`src/rtl/i2c_pkg.sv`:
```
// Shared types and constants for the I2C slave byte engine.
package i2c_pkg;

    localparam int I2C_ADDR_W = 7;
    localparam int I2C_BYTE_W = 8;

    typedef enum logic [3:0] {
        IDLE,
        ADDR,
        ADDR_ACK,
        WR_DATA,
        WR_ACK,
        LOAD,
        RD_DATA,
        RD_ACK,
        IGNORE
    } state_e;

    function automatic logic addr_match(input logic [I2C_ADDR_W-1:0] rx_addr,
                                        input logic [I2C_ADDR_W-1:0] own_addr);
        return rx_addr == own_addr;
    endfunction

endpackage

```
`src/rtl/i2c_sync_edge.sv`:
```
// Metastability chain for one I2C pin plus a history flop for 1-clk rise/fall events.
module i2c_sync_edge #(
    parameter int SYNC_STAGES = 2
) (
    input  logic clk,
    input  logic reset,
    input  logic pin_in,
    output logic level,
    output logic rise,
    output logic fall
);

    logic [SYNC_STAGES-1:0] sync_q, sync_d;
    logic                   hist_q, hist_d;

    always_comb begin
        sync_d = {sync_q[SYNC_STAGES-2:0], pin_in};
        hist_d = sync_q[SYNC_STAGES-1];
    end

    // Reset to the idle bus level so leaving reset on an idle bus produces no edge.
    always_ff @(posedge clk) begin
        if (reset) begin
            sync_q <= '1;
            hist_q <= 1'b1;
        end else begin
            sync_q <= sync_d;
            hist_q <= hist_d;
        end
    end

    assign level = sync_q[SYNC_STAGES-1];
    assign rise  = level & ~hist_q;
    assign fall  = ~level & hist_q;

endmodule

```
`src/rtl/i2c_slave_core.sv`:
```
// Byte-level I2C slave: START/STOP detection, address match, write delivery and
// read fetch over valid/ready, stretching SCL while no read byte is available.
module i2c_slave_core
    import i2c_pkg::*;
#(
    parameter logic [I2C_ADDR_W-1:0] SLAVE_ADDR  = 7'h50,
    parameter int                    SYNC_STAGES = 2
) (
    input  logic                  clk,
    input  logic                  reset,
    input  logic                  scl_in,
    input  logic                  sda_in,
    output logic                  scl_out,
    output logic                  sda_out,
    output logic [I2C_BYTE_W-1:0] rx_data,
    output logic                  rx_valid,
    input  logic [I2C_BYTE_W-1:0] tx_data,
    input  logic                  tx_valid,
    output logic                  tx_ready,
    output logic                  busy
);

    logic scl, scl_rise, scl_fall;
    logic sda, sda_rise, sda_fall;
    logic start_evt, stop_evt;

    i2c_sync_edge #(.SYNC_STAGES(SYNC_STAGES)) u_scl_sync (
        .clk    (clk),
        .reset  (reset),
        .pin_in (scl_in),
        .level  (scl),
        .rise   (scl_rise),
        .fall   (scl_fall)
    );

    i2c_sync_edge #(.SYNC_STAGES(SYNC_STAGES)) u_sda_sync (
        .clk    (clk),
        .reset  (reset),
        .pin_in (sda_in),
        .level  (sda),
        .rise   (sda_rise),
        .fall   (sda_fall)
    );

    // An SDA edge arriving with the SCL rise itself is our own stretch-release data
    // change, not a bus condition, so it is excluded from START/STOP.
    assign start_evt = sda_fall & scl & ~scl_rise;
    assign stop_evt  = sda_rise & scl & ~scl_rise;

    state_e                  state_q, state_d;
    logic [2:0]              cnt_q, cnt_d;
    logic [I2C_BYTE_W-1:0]   shift_q, shift_d;
    logic                    done_q, done_d;
    logic                    rw_q, rw_d;
    logic [I2C_BYTE_W-1:0]   rx_data_q, rx_data_d;
    logic                    rx_valid_q, rx_valid_d;
    logic                    tx_ready_q, tx_ready_d;
    logic                    sda_out_q, sda_out_d;
    logic                    scl_out_q, scl_out_d;
    logic                    busy_q, busy_d;
    logic [I2C_BYTE_W-1:0]   byte_in;

    always_comb begin
        state_d    = state_q;
        cnt_d      = cnt_q;
        shift_d    = shift_q;
        done_d     = done_q;
        rw_d       = rw_q;
        rx_data_d  = rx_data_q;
        rx_valid_d = 1'b0;
        tx_ready_d = 1'b0;
        sda_out_d  = sda_out_q;
        scl_out_d  = scl_out_q;
        busy_d     = busy_q;
        byte_in    = {shift_q[I2C_BYTE_W-2:0], sda};

        if (start_evt) begin
            state_d   = ADDR;
            cnt_d     = 3'd0;
            done_d    = 1'b0;
            sda_out_d = 1'b1;
            scl_out_d = 1'b1;
        end else if (stop_evt) begin
            state_d   = IDLE;
            cnt_d     = 3'd0;
            done_d    = 1'b0;
            sda_out_d = 1'b1;
            scl_out_d = 1'b1;
            busy_d    = 1'b0;
        end else begin
            case (state_q)
                IDLE: begin
                end
                // done_q marks a complete byte waiting for the SCL fall that opens the ACK slot.
                ADDR: begin
                    if (scl_rise && !done_q) begin
                        shift_d = byte_in;
                        if (cnt_q == 3'd7) begin
                            rw_d = sda;
                            if (addr_match(shift_q[I2C_ADDR_W-1:0], SLAVE_ADDR)) begin
                                busy_d = 1'b1;
                                done_d = 1'b1;
                            end else begin
                                busy_d  = 1'b0;
                                state_d = IGNORE;
                            end
                        end else begin
                            cnt_d = cnt_q + 3'd1;
                        end
                    end else if (scl_fall && done_q) begin
                        sda_out_d = 1'b0;
                        done_d    = 1'b0;
                        state_d   = ADDR_ACK;
                    end
                end
                ADDR_ACK: begin
                    if (scl_fall) begin
                        cnt_d = 3'd0;
                        if (rw_q) begin
                            state_d = LOAD;
                        end else begin
                            sda_out_d = 1'b1;
                            state_d   = WR_DATA;
                        end
                    end
                end
                WR_DATA: begin
                    if (scl_rise && !done_q) begin
                        shift_d = byte_in;
                        if (cnt_q == 3'd7) begin
                            rx_data_d  = byte_in;
                            rx_valid_d = 1'b1;
                            done_d     = 1'b1;
                        end else begin
                            cnt_d = cnt_q + 3'd1;
                        end
                    end else if (scl_fall && done_q) begin
                        sda_out_d = 1'b0;
                        done_d    = 1'b0;
                        cnt_d     = 3'd0;
                        state_d   = WR_ACK;
                    end
                end
                WR_ACK: begin
                    if (scl_fall) begin
                        sda_out_d = 1'b1;
                        cnt_d     = 3'd0;
                        state_d   = WR_DATA;
                    end
                end
                LOAD: begin
                    if (tx_valid) begin
                        shift_d    = tx_data;
                        tx_ready_d = 1'b1;
                        sda_out_d  = tx_data[I2C_BYTE_W-1];
                        scl_out_d  = 1'b1;
                        cnt_d      = 3'd0;
                        state_d    = RD_DATA;
                    end else begin
                        scl_out_d = 1'b0;
                    end
                end
                // MSB is already on SDA from LOAD; each fall presents the next bit.
                RD_DATA: begin
                    if (scl_fall) begin
                        if (cnt_q == 3'd7) begin
                            sda_out_d = 1'b1;
                            cnt_d     = 3'd0;
                            state_d   = RD_ACK;
                        end else begin
                            sda_out_d = shift_q[I2C_BYTE_W-2];
                            shift_d   = {shift_q[I2C_BYTE_W-2:0], 1'b0};
                            cnt_d     = cnt_q + 3'd1;
                        end
                    end
                end
                RD_ACK: begin
                    if (scl_rise && !done_q) begin
                        if (!sda) begin
                            done_d = 1'b1;
                        end else begin
                            busy_d  = 1'b0;
                            state_d = IGNORE;
                        end
                    end else if (scl_fall && done_q) begin
                        done_d  = 1'b0;
                        state_d = LOAD;
                    end
                end
                IGNORE: begin
                    sda_out_d = 1'b1;
                    scl_out_d = 1'b1;
                    busy_d    = 1'b0;
                end
                default: begin
                    state_d = IDLE;
                end
            endcase
        end
    end

    always_ff @(posedge clk) begin
        if (reset) begin
            state_q    <= IDLE;
            cnt_q      <= 3'd0;
            shift_q    <= '0;
            done_q     <= 1'b0;
            rw_q       <= 1'b0;
            rx_data_q  <= '0;
            rx_valid_q <= 1'b0;
            tx_ready_q <= 1'b0;
            sda_out_q  <= 1'b1;
            scl_out_q  <= 1'b1;
            busy_q     <= 1'b0;
        end else begin
            state_q    <= state_d;
            cnt_q      <= cnt_d;
            shift_q    <= shift_d;
            done_q     <= done_d;
            rw_q       <= rw_d;
            rx_data_q  <= rx_data_d;
            rx_valid_q <= rx_valid_d;
            tx_ready_q <= tx_ready_d;
            sda_out_q  <= sda_out_d;
            scl_out_q  <= scl_out_d;
            busy_q     <= busy_d;
        end
    end

    assign scl_out  = scl_out_q;
    assign sda_out  = sda_out_q;
    assign rx_data  = rx_data_q;
    assign rx_valid = rx_valid_q;
    assign tx_ready = tx_ready_q;
    assign busy     = busy_q;

endmodule

```
`config.mk`:
```
export PLATFORM = sky130hd
export DESIGN_NAME = i2c_slave_core
export DESIGN_NICKNAME = d
export VERILOG_FILES = /design/src/rtl/i2c_pkg.sv /design/src/rtl/i2c_sync_edge.sv /design/src/rtl/i2c_slave_core.sv
export SDC_FILE = /design/constraint.sdc
export NUM_CORES = 1
export LEC_CHECK = 0
export BUFFER_PORTS_ARGS = -buffer_cell sky130_fd_sc_hd__buf_2
export CAP_MARGIN = 40
export CORE_MARGIN = 10
export CORE_UTILIZATION = 40
export CTS_CLUSTER_DIAMETER = 80
export CTS_CLUSTER_SIZE = 30
export DETAILED_ROUTE_END_ITERATION = 10
export PLACE_DENSITY = 0.69
export SLEW_MARGIN = 25
export SYNTH_ARGS = -nofsm -noshare
export SYNTH_HDL_FRONTEND = slang
export SYNTH_HIERARCHICAL = 1
export SYNTH_SLANG_ARGS = --single-unit
```
`constraint.sdc`:
```
create_clock -name clk -period 2.75 [get_ports clk]
set_clock_uncertainty 0.1 [all_clocks]
set_input_delay 0.55 -clock clk [delete_from_list [all_inputs] [get_ports clk]]
set_output_delay 0.55 -clock clk [all_outputs]
set_load 0.03 [all_outputs]
```
Yosys cells after proc, flatten, opt, wreduce, memory -nomap -nowiden
Index checks and enable logic that the tools add are counted.
W data, S select, Z words.

word-level totals
  logic and storage cells = 171
  output and inout bits = 13
  register bits after elaboration = 35
  input bits = 13

operators by class
  add/subtract/negate cells = 1
  bitwise logic cells = 19
  equality and inequality tests = 50
  muxes and demuxes = 60
  reduce and logical (&&, ||, !) cells = 25

operators with widths
  kind                  count
  $mux W4               14
  $ne A3 B3 Y1 const B  11
  $pmux W4 S8           1
  $mux W7               4
  $ne A4 B4 Y1 const B  7
  $mux W3               9
  $mux W1               26
  $reduce_and A13 Y1    2
  $ne A2 B2 Y1 const B  11
  $pmux W7 S3           1
  $ne A5 B5 Y1 const B  4
  $eq A4 B3 Y1 const B  4
  $pmux W3 S5           1
  $reduce_and A5 Y1     3
  $reduce_and A6 Y1     2
  $not A1 Y1            11
  $and A1 B1 Y1         8
  $eq A4 B2 Y1 const B  2
  $reduce_and A8 Y1     1
  $eq A7 B7 Y1 const B  1
  $reduce_and A7 Y1     1
  $ne A2 B1 Y1 const B  3
  $ne A3 B2 Y1 const B  2
  $pmux W1 S3           2
  20 further kinds      24

Longest topological paths before layout
  word-level depth = 8
  depth in mapped cells = 8
  depth with buffers taken out = 7

Modules after synthesis
The synthesis kept the hierarchy.

by module, submodules not included
  module          seq. area each (um2)  instances  area an instance (um2)  cells each
  i2c_slave_core  580.6                 1          1,889.3                 221
  i2c_sync_edge   60.1                  2          92.6                    8

Worst setup path before layout
Ideal clock, no wire load.

  path kind = reg-to-reg
  from = register cnt_q[0]
  to = register state_q[0]
  path buffers = 1
  clock period less this slack = 1.937 ns
  stages on the path, launching flop included = 9
  library setup time = 0.082 ns
  setup slack = 0.813 ns
  arrival = 1.754 ns
  required time = 2.568 ns
  cells stage by stage = dfxtp_1 -> ha_1 -> ha_1 -> clkbuf_1 -> nor3_1 -> a31oi_1 -> o21ai_0 -> or4_1 -> o221ai_1

on the way
  cells in the longest elaborated chain, start to end = 3
  elaborated cells between the ends (all ways) = 4
  classes of those cells = 3 x eq/ne; 1 x reduce/logical

RTL lines
  element                                                        line                                         source
  from (decl)                                                    i2c_slave_core.sv:51                         logic [2:0] cnt_q, cnt_d;
  from (signal assigned)                                         i2c_slave_core.sv:217                        cnt_q <= cnt_d;
  $eq A3 B3 Y1 (*)                                               i2c_slave_core.sv:98, i2c_slave_core.sv:166
  $ne A5 B5 Y1 (no source line) or $ne A4 B4 Y1 (tied branches)  n/a
  $reduce_and A13 Y1 (no source line) (*)                        n/a
  to (signal assigned)                                           i2c_slave_core.sv:216                        state_q <= state_d;
  to (decl)                                                      i2c_slave_core.sv:50                         state_e state_q, state_d;

Mark *: on every way between the ends. The rest lies on a longest branch, timed or not.
A chain may end at the register's enable or synchronous reset.

Worst setup path after layout
  from = register cnt_q[0]
  to = register shift_q[0]

on the way
  cells in the longest elaborated chain, start to end = 3

RTL lines
  element                             line                   source
  $eq A3 B3 Y1                        i2c_slave_core.sv:166  if (cnt_q == 3'd7) begin
  $ne A2 B2 Y1 (no source line)       n/a
  $reduce_and A7 Y1 (no source line)  n/a
  to (signal assigned)                i2c_slave_core.sv:218  shift_q <= shift_d;
  to (decl)                           i2c_slave_core.sv:52   logic [I2C_BYTE_W-1:0] shift_q, shift_d;

No other way between the ends.

==> impl_metrics.env <==
export IMPL_fp_dieArea_um2=8467
export IMPL_async_flop_share_pct=0
export IMPL_routed_via_density=5.784
export IMPL_die_y_um=92.02
export IMPL_netSwitchingFraction_pct=26.71
export IMPL_netlist_instances=237
export IMPL_synth_area_um2=2074
export IMPL_wl_um=5293
export IMPL_crit_arrival_ns=2.33
export IMPL_antenna_cells=0
export IMPL_dr_pass1_iters=6
export IMPL_fin_tns_setup_ns=0
export IMPL_ir_worst_vdd_mv=0.3189
export IMPL_drc_errors=0
export IMPL_finalSetupViolCount=0
export IMPL_drv_slew=0
export IMPL_worst_setup_path_end_kind="flop"
export IMPL_cts_resized=0
export IMPL_ys_top_cells_by_count="dfxtp_1, nor2_1, mux2i_1"
export IMPL_maxCapViolCount=0
export IMPL_postCtsSetupBuffers=0
export IMPL_grt_max_degree=29
export IMPL_grt_pass1_vias=1811
export IMPL_area_delta_synth_final_pct=13.21
export IMPL_total_leakage_power_uw=0.0008837
export IMPL_place_congestion=0.9387
export IMPL_crit_type="flop to flop"
export IMPL_rows=26
export IMPL_clk_pin_slew_ns=0.08
export IMPL_final_hold_viol_count=0
export IMPL_grt_ovfl_total=0
export IMPL_ys_ff_latch=35
export IMPL_htreeDepth=2
export IMPL_cts_buffers=5
export IMPL_synth_largest_area_cell="dfxtp_1"
export IMPL_synth_top_area_share_pct=33.78
export IMPL_numClockSinks=35
export IMPL_rsz0062_at_grt="false"
export IMPL_clockBufferDepth=2
export IMPL_drt_iter0_markers=255
export IMPL_nFillCells=531
export IMPL_finalCritPeriodShare_pct=82.39
export IMPL_synth_seq_area_share_pct=33.78
export IMPL_p_int_uw=766.3
export IMPL_final_min_clock_period_ns=2.266
export IMPL_max_slew_margin_rel_pct=50.26
export IMPL_drive_gt1_share_pct=19.39
export IMPL_via_count=1926
export IMPL_initial_core_util_pct=40.88
export IMPL_root_buffer="clkbuf_8"
export IMPL_synth_warnings=6
export IMPL_cellPowerDensity_nw_per_um2=445.2
export IMPL_nNetsFinal=279
export IMPL_seq_power_share_pct=50.8
export IMPL_port_buffers=25
export IMPL_synth_flop_cell="dfxtp_1"
export IMPL_p_clk_share_pct=38.8
export IMPL_antenna_found_initial=0
export IMPL_max_freq_mhz=441.3
export IMPL_post_place_ws_ns=0.4824
export IMPL_die_w_um=92.02
export IMPL_tritoncts="built"
export IMPL_ys_top_cells_by_area="dfxtp_1, mux2i_1, nor2_1"
export IMPL_worst_slack_ns=0.4842
export IMPL_wire_per_inst_um=15.89
export IMPL_synth_edf_count=0
export IMPL_yosysMostFrequentCell="dfxtp_1"
export IMPL_status="completed"
export IMPL_hold_buffers=0
export IMPL_postSynthAreaPerCell_um2=8.753
export IMPL_comb_power_share_pct=10.4
export IMPL_grt_usage_pct=12.41
export IMPL_grt_pass1_wl_um=8721
export IMPL_ios=26
export IMPL_synth_cell_types=56
export IMPL_insertion_delay_ns=0.30
export IMPL_tightest_slew_ns=0.7345
export IMPL_critPathMaxFanout=13
export IMPL_post_dp_hpwl_um=3768
export IMPL_p_sw_uw=279.3
export IMPL_syn_nets=254
export IMPL_core_area_um2=5075
export IMPL_cp_start_kind="flop"
export IMPL_required_ns=2.81
export IMPL_worstHoldPathType="flop to flop"
export IMPL_drtAntennaViolNets=0
-- metal layers --
| metal | GRT usage [%] | up-vias | wire [um] |
|---|---|---|---|
| li1 | - | 927 | - |
| met1 | 16.52 | 884 | 2439 |
| met2 | 19.00 | 103 | 2333 |
| met3 | 2.526 | 12 | 407 |
| met4 | 5.141 | 0 | 112 |
| met5 | 0 | - | 0 |
-- cell usage in the layout (no fill, tap or decap), drive strengths merged, types with 2 or more instances in the layout --
cell	Yosys	layout
mux2i	17	17
buf	11	31
or3b	3	3
a32oi	2	2
nand4bb	3	3
o21ai	14	14
a211oi	10	10
or2	6	6
a21oi	13	13
o31ai	3	3
nand2b	8	8
ha	4	4
and3	3	3
nand4	4	4
a31oi	2	2
o2111ai	2	2
nor3	5	5
nand3b	2	2
inv	9	9
nand2	9	9
dfxtp	35	35
nor2	27	27
o22ai	2	2
clkbuf	2	6
a311oi	2	2
and2	2	2
nand3	4	4
o221ai	3	3
nor2b	7	7
and2b	4	4
nand4b	2	2
-- power groups by stage --
stage | clock, uW | sequential [uW] | combinational (uW)
6_report | 405 | 531 | 109
5_1_grt | 430 | 532 | 120
4_1_cts | 412 | 536 | 99.8
3_5_place_dp | 0 | 548 | 99.3
3_3_place_gp | 0 | 547 | 97.9
2_1_floorplan | 0 | 538 | 82.0
-- layout make-up --
class	count	area (um^2)	area share, %
multi-input combinational	180	1254	53.38
inverter	9	33.78	1.438
sequential	35	700.7	29.83
clock inverter	2	16.27	0.6926
clock buffer	6	82.58	3.516
tap	70	87.58	3.729
timing repair buffer	31	173.9	7.405
-- cell families (layout without fill, tap and decap cells) --
group | count (synthesis) | after routing | synth area share, %
AO/OA/AOI/OAI | 65 | 65 | 23.58
adder cells (fa/ha/maj) | 4 | 4 | 2.413
buffers and inverters | 22 | 48 | 5.790
flip-flops | 35 | 35 | 33.78
multiplexers | 18 | 18 | 8.745
AND/OR/NAND/NOR | 93 | 93 | 25.69
-- worst max-delay path, stage by stage (launching register included) --
cell       delay (ns)
dfxtp_1          0.36
ha_1             0.17
ha_1             0.45
inv_1            0.18
nor3_1           0.35
a2111oi_4        0.07
buf_4            0.22
mux2i_1          0.17
nor2_1           0.06
-- registers in the layout, indices dropped and copies added (netlist names) --
signal / cells
busy: 1
cnt_q: 3
done_q: 1
rw_q: 1
rx_data: 8
rx_valid: 1
scl_out: 1
sda_out: 1
shift_q: 7
state_q: 4
tx_ready: 1
u_scl_sync/hist_q: 1
u_scl_sync/sync_q: 2
u_sda_sync/hist_q: 1
u_sda_sync/sync_q: 2
-- final timing paths --
path	from	endpoint	slack, ns	cells after the start
hold reg to reg	u_scl_sync/sync_q[0]$_SDFF_PP1_	u_scl_sync/sync_q[1]$_SDFF_PP1_	0.30	1
hold / removal	u_scl_sync/sync_q[0]$_SDFF_PP1_	u_scl_sync/sync_q[1]$_SDFF_PP1_	0.30	1
setup / recovery	cnt_q[0]$_SDFFE_PP0P_	shift_q[0]$_SDFFE_PP0P_	0.48	8
setup reg to reg	cnt_q[0]$_SDFFE_PP0P_	shift_q[0]$_SDFFE_PP0P_	0.48	8
-- metrics by stage --
step           hold slack (ns)  cells  area, um^2  util [%]  total power, uW
6_report                0.3047    333        2349     46.28             1046
3_3_place_gp            0.2887    324        2238     44.11            645.3
3_5_place_dp            0.2892    324        2238     44.11            647.1
4_1_cts                 0.3071    332        2337     46.06             1048
2_1_floorplan           0.2832    237        2074         -            619.6
5_1_grt                 0.3274    333        2349     46.28             1082
No activity file was read; power rests on OpenSTA's default activity.
